--- src/rtl/cache_mem_buffer_pkg.sv ---
// Shared definitions for the cache/memory block buffer: FSM state encoding,
// block-derived widths and small helpers.
// BW_BLOCK (log2 words per block) and BW_WORD_ADDR (word address width) may be
// supplied by the build; defaults give 16-word blocks and a 30-bit word address.
`ifndef BW_BLOCK
`define BW_BLOCK 4
`endif
`ifndef BW_WORD_ADDR
`define BW_WORD_ADDR 30
`endif

package cache_mem_buffer_pkg;

    localparam int unsigned BlockWordsMax = 2 ** `BW_BLOCK;
    // Length/count width: must represent a full block, hence one extra bit.
    localparam int unsigned LenW          = `BW_BLOCK + 1;
    localparam int unsigned AddrW         = `BW_WORD_ADDR;
    localparam int unsigned DataW         = 32;

    typedef enum logic [2:0] {
        StIdle,
        StWrFill,
        StWrMemReq,
        StWrMemData,
        StRdMemReq,
        StRdXfer
    } state_e;

    // Saturating increment for the performance counters.
    function automatic logic [DataW-1:0] sat_inc(input logic [DataW-1:0] v);
        return (v == '1) ? v : v + DataW'(1);
    endfunction

    // Block requests address the first word of their block.
    function automatic logic [AddrW-1:0] block_align(input logic [AddrW-1:0] a);
        return a & ~AddrW'(BlockWordsMax - 1);
    endfunction

endpackage

--- src/rtl/block_word_fifo.sv ---
// Word FIFO holding one cache block between the cache and memory sides.
// Push and pop may occur in the same cycle; a push into a full FIFO is only
// accepted when a pop frees a slot in that cycle.
module block_word_fifo #(
    parameter int unsigned Depth = 16,
    parameter int unsigned Width = 32,
    parameter int unsigned CntW  = $clog2(Depth + 1)
) (
    input  logic             clk_i,
    input  logic             rst_ni,
    input  logic             push_i,
    input  logic [Width-1:0] wdata_i,
    input  logic             pop_i,
    output logic [Width-1:0] rdata_o,
    output logic [CntW-1:0]  count_o
);

    localparam int unsigned PtrW = (Depth > 1) ? $clog2(Depth) : 1;
    localparam logic [PtrW-1:0] LastPtr = PtrW'(Depth - 1);

    logic [Width-1:0] mem_q [Depth];
    logic [PtrW-1:0]  wr_ptr_q, rd_ptr_q;
    logic [CntW-1:0]  count_q;
    logic             do_push, do_pop;

    assign do_pop  = pop_i && (count_q != '0);
    assign do_push = push_i && ((count_q != CntW'(Depth)) || do_pop);

    // Pointers wrap explicitly so non-power-of-two depths also work.
    function automatic logic [PtrW-1:0] ptr_inc(input logic [PtrW-1:0] p);
        return (p == LastPtr) ? '0 : p + PtrW'(1);
    endfunction

    // Pointer and occupancy state; reset empties the FIFO.
    always_ff @(posedge clk_i or negedge rst_ni) begin
        if (!rst_ni) begin
            wr_ptr_q <= '0;
            rd_ptr_q <= '0;
            count_q  <= '0;
        end else begin
            if (do_push) begin
                wr_ptr_q <= ptr_inc(wr_ptr_q);
            end
            if (do_pop) begin
                rd_ptr_q <= ptr_inc(rd_ptr_q);
            end
            if (do_push && !do_pop) begin
                count_q <= count_q + CntW'(1);
            end else if (do_pop && !do_push) begin
                count_q <= count_q - CntW'(1);
            end
        end
    end

    // Storage array; contents are don't-care while unoccupied, so no reset.
    always_ff @(posedge clk_i) begin
        if (do_push) begin
            mem_q[wr_ptr_q] <= wdata_i;
        end
    end

    assign rdata_o = mem_q[rd_ptr_q];
    assign count_o = count_q;

endmodule

--- src/rtl/cache_mem_buffer.sv ---
// Block buffer between a cache and a burst memory port. A cache request
// (single word or whole block, read or write) is staged through a one-block
// FIFO: writes are filled from the cache then burst to memory; reads are
// requested from memory then drained by the cache.
// Optional feature: define CACHE_MEM_BUFFER_PERF_EN to enable saturating
// completed-transaction counters; otherwise the perf outputs are tied to 0.
`ifndef BW_BLOCK
`define BW_BLOCK 4
`endif
`ifndef BW_WORD_ADDR
`define BW_WORD_ADDR 30
`endif

module cache_mem_buffer
    import cache_mem_buffer_pkg::*;
#(
    // Must not exceed 2**BW_BLOCK so lengths fit mem_len_o.
    parameter int unsigned BLOCK_WORDS = BlockWordsMax,
    parameter bit          INIT_DONE   = 1'b1
) (
    input  logic                     clock_i,
    input  logic                     resetn_i,
    // Cache side
    input  logic                     req_i,
    input  logic                     req_block_i,
    input  logic                     rw_i,
    input  logic [`BW_WORD_ADDR-1:0] add_i,
    input  logic                     write_i,
    input  logic [31:0]              data_i,
    input  logic                     read_i,
    output logic                     ready_req_o,
    output logic                     ready_write_o,
    output logic                     ready_read_o,
    output logic [31:0]              data_o,
    // Memory side
    output logic                     mem_req_o,
    output logic                     mem_rw_o,
    output logic [`BW_WORD_ADDR-1:0] mem_add_o,
    output logic [`BW_BLOCK:0]       mem_len_o,
    output logic                     mem_wvalid_o,
    output logic [31:0]              mem_wdata_o,
    input  logic                     mem_ack_i,
    input  logic                     mem_wready_i,
    input  logic                     mem_rvalid_i,
    input  logic [31:0]              mem_rdata_i,
    // Performance counters
    output logic [31:0]              perf_rd_count_o,
    output logic [31:0]              perf_wr_count_o
);

    state_e            state_q;
    logic [LenW-1:0]   len_q;
    logic [LenW-1:0]   in_cnt_q;   // words pushed into the buffer this transaction
    logic [LenW-1:0]   out_cnt_q;  // words popped from the buffer this transaction
    logic              init_q;
    logic              mem_req_q;
    logic              mem_rw_q;
    logic [AddrW-1:0]  mem_add_q;

    logic [LenW-1:0]   fifo_count;
    logic [DataW-1:0]  fifo_rdata;
    logic [DataW-1:0]  fifo_wdata;
    logic              fifo_push, fifo_pop, buf_empty;
    logic              req_fire, wr_push, wr_pop, rd_push, rd_pop;
    logic              wr_done, rd_done;

    assign buf_empty = (fifo_count == '0);

    // Gated by resetn_i so every output reads 0 while reset is held.
    assign ready_req_o   = resetn_i && (state_q == StIdle) && (INIT_DONE || init_q);
    assign ready_write_o = (state_q == StWrFill) && (in_cnt_q < len_q);
    assign mem_wvalid_o  = (state_q == StWrMemData);
    assign ready_read_o  = (state_q == StRdXfer) && !buf_empty;

    assign mem_wdata_o = mem_wvalid_o ? fifo_rdata : '0;
    assign data_o      = ready_read_o ? fifo_rdata : '0;

    assign mem_req_o = mem_req_q;
    assign mem_rw_o  = mem_rw_q;
    assign mem_add_o = mem_add_q;
    assign mem_len_o = len_q;

    assign req_fire = req_i && ready_req_o;
    assign wr_push  = ready_write_o && write_i;
    assign wr_pop   = mem_wvalid_o && mem_wready_i;
    // Read data beyond the requested length is discarded.
    assign rd_push  = (state_q == StRdXfer) && mem_rvalid_i && (in_cnt_q < len_q);
    assign rd_pop   = ready_read_o && read_i;

    assign wr_done = wr_pop && (out_cnt_q == len_q - LenW'(1));
    assign rd_done = (state_q == StRdXfer)
                  && ((in_cnt_q + LenW'(rd_push)) == len_q)
                  && ((out_cnt_q + LenW'(rd_pop)) == len_q);

    assign fifo_push  = wr_push || rd_push;
    assign fifo_pop   = wr_pop || rd_pop;
    assign fifo_wdata = (state_q == StWrFill) ? data_i : mem_rdata_i;

    block_word_fifo #(
        .Depth (BLOCK_WORDS),
        .Width (DataW),
        .CntW  (LenW)
    ) u_fifo (
        .clk_i   (clock_i),
        .rst_ni  (resetn_i),
        .push_i  (fifo_push),
        .wdata_i (fifo_wdata),
        .pop_i   (fifo_pop),
        .rdata_o (fifo_rdata),
        .count_o (fifo_count)
    );

    // Transaction FSM with registered memory-request outputs.
    always_ff @(posedge clock_i or negedge resetn_i) begin
        if (!resetn_i) begin
            state_q   <= StIdle;
            len_q     <= '0;
            in_cnt_q  <= '0;
            out_cnt_q <= '0;
            init_q    <= 1'b0;
            mem_req_q <= 1'b0;
            mem_rw_q  <= 1'b0;
            mem_add_q <= '0;
        end else begin
            init_q <= 1'b1;
            case (state_q)
                StIdle: begin
                    if (req_fire) begin
                        len_q     <= req_block_i ? LenW'(BLOCK_WORDS) : LenW'(1);
                        mem_add_q <= req_block_i ? block_align(add_i) : add_i;
                        mem_rw_q  <= rw_i;
                        in_cnt_q  <= '0;
                        out_cnt_q <= '0;
                        if (rw_i) begin
                            state_q <= StWrFill;
                        end else begin
                            state_q   <= StRdMemReq;
                            mem_req_q <= 1'b1;
                        end
                    end
                end
                StWrFill: begin
                    if (wr_push) begin
                        in_cnt_q <= in_cnt_q + LenW'(1);
                        if ((in_cnt_q + LenW'(1)) == len_q) begin
                            state_q   <= StWrMemReq;
                            mem_req_q <= 1'b1;
                        end
                    end
                end
                StWrMemReq: begin
                    if (mem_ack_i) begin
                        mem_req_q <= 1'b0;
                        state_q   <= StWrMemData;
                    end
                end
                StWrMemData: begin
                    if (wr_pop) begin
                        out_cnt_q <= out_cnt_q + LenW'(1);
                    end
                    if (wr_done) begin
                        state_q <= StIdle;
                    end
                end
                StRdMemReq: begin
                    if (mem_ack_i) begin
                        mem_req_q <= 1'b0;
                        state_q   <= StRdXfer;
                    end
                end
                StRdXfer: begin
                    if (rd_push) begin
                        in_cnt_q <= in_cnt_q + LenW'(1);
                    end
                    if (rd_pop) begin
                        out_cnt_q <= out_cnt_q + LenW'(1);
                    end
                    if (rd_done) begin
                        state_q <= StIdle;
                    end
                end
                default: state_q <= StIdle;
            endcase
        end
    end

`ifdef CACHE_MEM_BUFFER_PERF_EN
    logic [31:0] perf_rd_q, perf_wr_q;

    // Count completed transactions, saturating at all-ones.
    always_ff @(posedge clock_i or negedge resetn_i) begin
        if (!resetn_i) begin
            perf_rd_q <= '0;
            perf_wr_q <= '0;
        end else begin
            if (rd_done) begin
                perf_rd_q <= sat_inc(perf_rd_q);
            end
            if (wr_done) begin
                perf_wr_q <= sat_inc(perf_wr_q);
            end
        end
    end

    assign perf_rd_count_o = perf_rd_q;
    assign perf_wr_count_o = perf_wr_q;
`else
    assign perf_rd_count_o = '0;
    assign perf_wr_count_o = '0;
`endif

endmodule

--- config.mk ---
export PLATFORM = sky130hd
export DESIGN_NAME = cache_mem_buffer
export DESIGN_NICKNAME = d
export VERILOG_FILES = /design/src/rtl/cache_mem_buffer_pkg.sv /design/src/rtl/block_word_fifo.sv /design/src/rtl/cache_mem_buffer.sv
export SDC_FILE = /design/constraint.sdc
export NUM_CORES = 1
export LEC_CHECK = 0
export CORE_ASPECT_RATIO = 1.25
export CORE_MARGIN = 2
export CORE_UTILIZATION = 30
export DETAILED_ROUTE_END_ITERATION = 7
export PLACE_DENSITY_LB_ADDON = 0.3
export REMOVE_ABC_BUFFERS = 1
export SLEW_MARGIN = 5
export SYNTH_ARGS = -nofsm -noshare
export SYNTH_HDL_FRONTEND = slang
export SYNTH_SLANG_ARGS = --single-unit
export TNS_END_PERCENT = 10
--- constraint.sdc ---
create_clock -name clock_i -period 6.5 [get_ports clock_i]
set_clock_uncertainty 0.1 [all_clocks]
set_input_delay 0.65 -clock clock_i [delete_from_list [all_inputs] [get_ports clock_i]]
set_output_delay 0.65 -clock clock_i [all_outputs]
set_load 0.02 [all_outputs]
==> flow_summary.json <==
{
  "slew_headroom_pct": 11.73,
  "ys_ff_latch": 572,
  "final_layout_size_suffix_gt1_share_pct": 20.61,
  "grt_pass1_vias": 12885,
  "io_pins": 273,
  "wl_per_cell_um": 20.72,
  "route.detailed.drc": 0,
  "cpMaxStageDelayCell": "dfrtp_4",
  "cts_buffer_depth": 3,
  "p_per_area_mw_per_mm2": 410.1,
  "status": "completed",
  "syn_area_per_cell_um2": 17.53,
  "dieWidth_um": 256.1,
  "fin_nets": 1688,
  "clkSinkCount": 572,
  "syn_to_final_growth_pct": 20.78,
  "critPathTopFamily": "flip-flops",
  "vdd_ir_drop_max_mv": 0.2415,
  "yosysWarnings": 0,
  "antenna_found_initial": 1,
  "num_vias": 12356,
  "cp.arrival_ns": 4.11,
  "track_usage_pct": 13.42,
  "async_flop_share_pct": 10.49,
  "hold_end": "mem_add_o[0]",
  "dr_wl_met2_mm": 26.45,
  "htreeDepth": 2,
  "row_count": 115,
  "hold_buffers": 1,
  "reg2reg_to": "u_fifo.mem_q[7][23]",
  "slew_violations": 0,
  "final_cell_mix": "edfxtp_1 (512), clkdlybuf4s50_1 (204), mux4_2 (128), nand2_1 (119), nor2_1 (104)",
  "gp_congestion": 0.7494,
  "final_antenna_net_count": 0,
  "clk_pin_slew_ns": 0.06,
  "detail_route.vias_per_cell": 4.638,
  "tns_ns": 0,
  "synth_edf_count": 512,
  "synthFlopType": "edfxtp_1",
  "cts_tree": "yes",
  "slowest_delay_ns": 1.11,
  "hp-class": "register to register",
  "p_leak_nw": 9.548,
  "whs_path_depth": 2,
  "clock_latency_ns": 0.61,
  "final.min_clock_period_ns": 4.858,
  "path_class": "register to output pin",
  "reg2reg_depth": 8,
  "antenna_cells": 0,
  "root_buffer": "clkbuf_16",
  "grt_pass1_wl_mm": 82.98,
  "synth_cell_type_count": 56,
  "path_max_fanout": 51,
  "crit_path_end_kind": "output pin",
  "syn_area_mm2": 0.02384,
  "top_layer": "met4",
  "core_mm2": 0.07871,
  "crit_path_start_kind": "register",
  "port_buffers": 205,
  "cts_resized": 0,
  "met1_length_mm": 25.13,
  "drtPass1Iterations": 5,
  "drt-total-wl_mm": 55.19,
  "grt_max_degree": 61,
  "path_cells": "buf_12 -> mux4_2 -> mux2i_1 -> nor2_1 -> a21oi_1 -> nor2_1 -> clkdlybuf4s50_1",
  "initial_utilization_pct": 30.28,
  "finalPower_mw": 11.81,
  "hpwlAfterDp_mm": 32.84,
  "die_area_mm2": 0.08173,
  "post-cts-setup-buffers": 0,
  "route.met3.wl_mm": 2.560,
  "yosysSeqAreaShare_pct": 70.80,
  "nFillCells": 7338,
  "layout_commonest_cell": "edfxtp_1",
  "die_h_um": 319.1,
  "reg2reg_setup_slack_ns": 2.08,
  "drv_cap": 0,
  "holdWs_ns": 0.3699,
  "max_freq_ghz": 0.2058,
  "tritoncts.num_buffers": 55,
  "required_ns": 5.75,
  "drt-initial-drc-count": 869,
  "finalSetupViolations": 0,
  "finalCritPeriodShare_pct": 74.74,
  "syn_inst": 1360,
  "rsz0062_at_grt": "no",
  "crit_buf_inv": 2,
  "r2r_start": "state_q[1]",
  "min_from": "mem_add_o[0]",
  "overflow": 0,
  "crit_top_cell": "nor2_1",
  "tightestPinTransition_ns": 1.321,
  "hold_viol": 0
}
==> cells by family (layout without fill, tap and decap cells) <==
| kind of cell | Yosys count | count (layout) | share of synthesized area (%) |
|---|---|---|---|
| other | 1 | 67 | 0.01573 |
| DFF | 572 | 572 | 70.80 |
| AOI/OAI and AO/OA | 80 | 80 | 2.042 |
| and+or+nand+nor | 288 | 288 | 5.171 |
| muxes | 227 | 227 | 16.60 |
| xor gates and xnor gates | 20 | 20 | 0.7349 |
| buffers and inverters | 154 | 339 | 3.659 |
| adders and majority gates | 18 | 18 | 0.9764 |
==> metrics by stage <==
step	cell area, µm²	utilization (%)	worst slack (ns)	instances
floorplan	23270	-	-0.5164	1288
global placement	26920	34.20	2.048	2560
detailed placement	26920	34.20	2.014	2560
CTS	28770	36.55	1.529	2663
global route	28790	36.58	1.332	2664
finish	28790	36.58	1.642	2664
==> worst reg2reg max path, cell delays in order, from the launching register on <==
cell and delay, ns:
dfrtp_1 0.53, inv_1 0.14, or3_2 0.46, buf_4 0.34, inv_1 0.18, nand2_1 0.14
a41oi_2 0.61, nand2_1 0.41, nor2_4 1.09
==> cell usage after synthesis, types with 2 or more instances <==
| master | count | area share [%] |
|---|---|---|
| edfxtp_1 | 512 | 65 |
| mux4_2 | 128 | 12 |
| nand2_1 | 119 | 1.9 |
| nor2_1 | 117 | 1.8 |
| buf_4 | 69 | 2.2 |
| mux2_2 | 66 | 3.1 |
| dfrtp_1 | 60 | 6.3 |
| a21oi_1 | 43 | 0.90 |
| clkbuf_1 | 40 | 0.63 |
| mux2i_1 | 33 | 1.4 |
| buf_2 | 22 | 0.46 |
| ha_1 | 17 | 0.89 |
| inv_1 | 15 | 0.24 |
| o21ai_0 | 15 | 0.31 |
| xor2_1 | 11 | 0.40 |
| nand3_1 | 10 | 0.21 |
| xnor2_1 | 9 | 0.33 |
| buf_1 | 6 | 0.094 |
| nor3_1 | 6 | 0.13 |
| nand3b_1 | 5 | 0.16 |
| a21o_1 | 4 | 0.13 |
| and3_1 | 4 | 0.10 |
| nand4_1 | 4 | 0.10 |
| nor2b_1 | 4 | 0.10 |
| nor4_1 | 3 | 0.079 |
| a22o_1 | 2 | 0.074 |
| and2_1 | 2 | 0.052 |
| and3b_1 | 2 | 0.074 |
| nand2b_1 | 2 | 0.052 |
| o22ai_1 | 2 | 0.052 |
| or2_2 | 2 | 0.052 |
| or4_1 | 2 | 0.063 |
==> how the worst max path moves through the flow <==
stage,depth (start not counted),end,start,slack [ns]
4_1_cts,6,mem_wdata_o[16],u_fifo.rd_ptr_q[0],1.53
6_report,7,mem_wdata_o[21],u_fifo.rd_ptr_q[0],1.64
5_1_grt,7,mem_wdata_o[26],u_fifo.rd_ptr_q[0],1.33
2_1_floorplan,5,data_o[0],u_fifo.rd_ptr_q[0],-0.52
3_3_place_gp,8,u_fifo.mem_q[11][18],state_q[1],2.05
3_5_place_dp,8,u_fifo.mem_q[11][18],state_q[1],2.01
==> area by class of cell <==
type                       count  area (µm²)  share of cell area (%)
sequential                   572       16890                   58.66
inverter                      16       60.06                  0.2086
tap                         1053        1318                   4.576
clock buffer                  62        1433                   4.976
multi-input combinational    700        6461                   22.44
clock inverter                40       409.1                   1.421
timing repair buffer         221        2220                   7.710
==> power by group <==
part | switching (mW) | internal (mW) | total (mW)
clock network | 1.39 | 1.87 | 3.26
registers | 0.413 | 4.52 | 4.93
logic | 1.98 | 1.63 | 3.61
total | 3.78 | 8.02 | 11.8
==> state kept, by name, indices dropped and copies added (netlist names) <==
signal	count
mem_len_o	2
u_fifo.wr_ptr_q	4
in_cnt_q	5
mem_req_o	1
out_cnt_q	5
u_fifo.rd_ptr_q	4
u_fifo.count_o	5
state_q	3
u_fifo.mem_q	512
mem_rw_o	1
mem_add_o	30
==> routing by layer <==
metal	GRT usage (%)	vias to the layer above
li1	-	5521
met1	18.38	6426
met2	22.32	343
met3	2.170	66
met4	3.288	0
met5	0	-
Note: power is estimated with default switching activity, not from simulation.
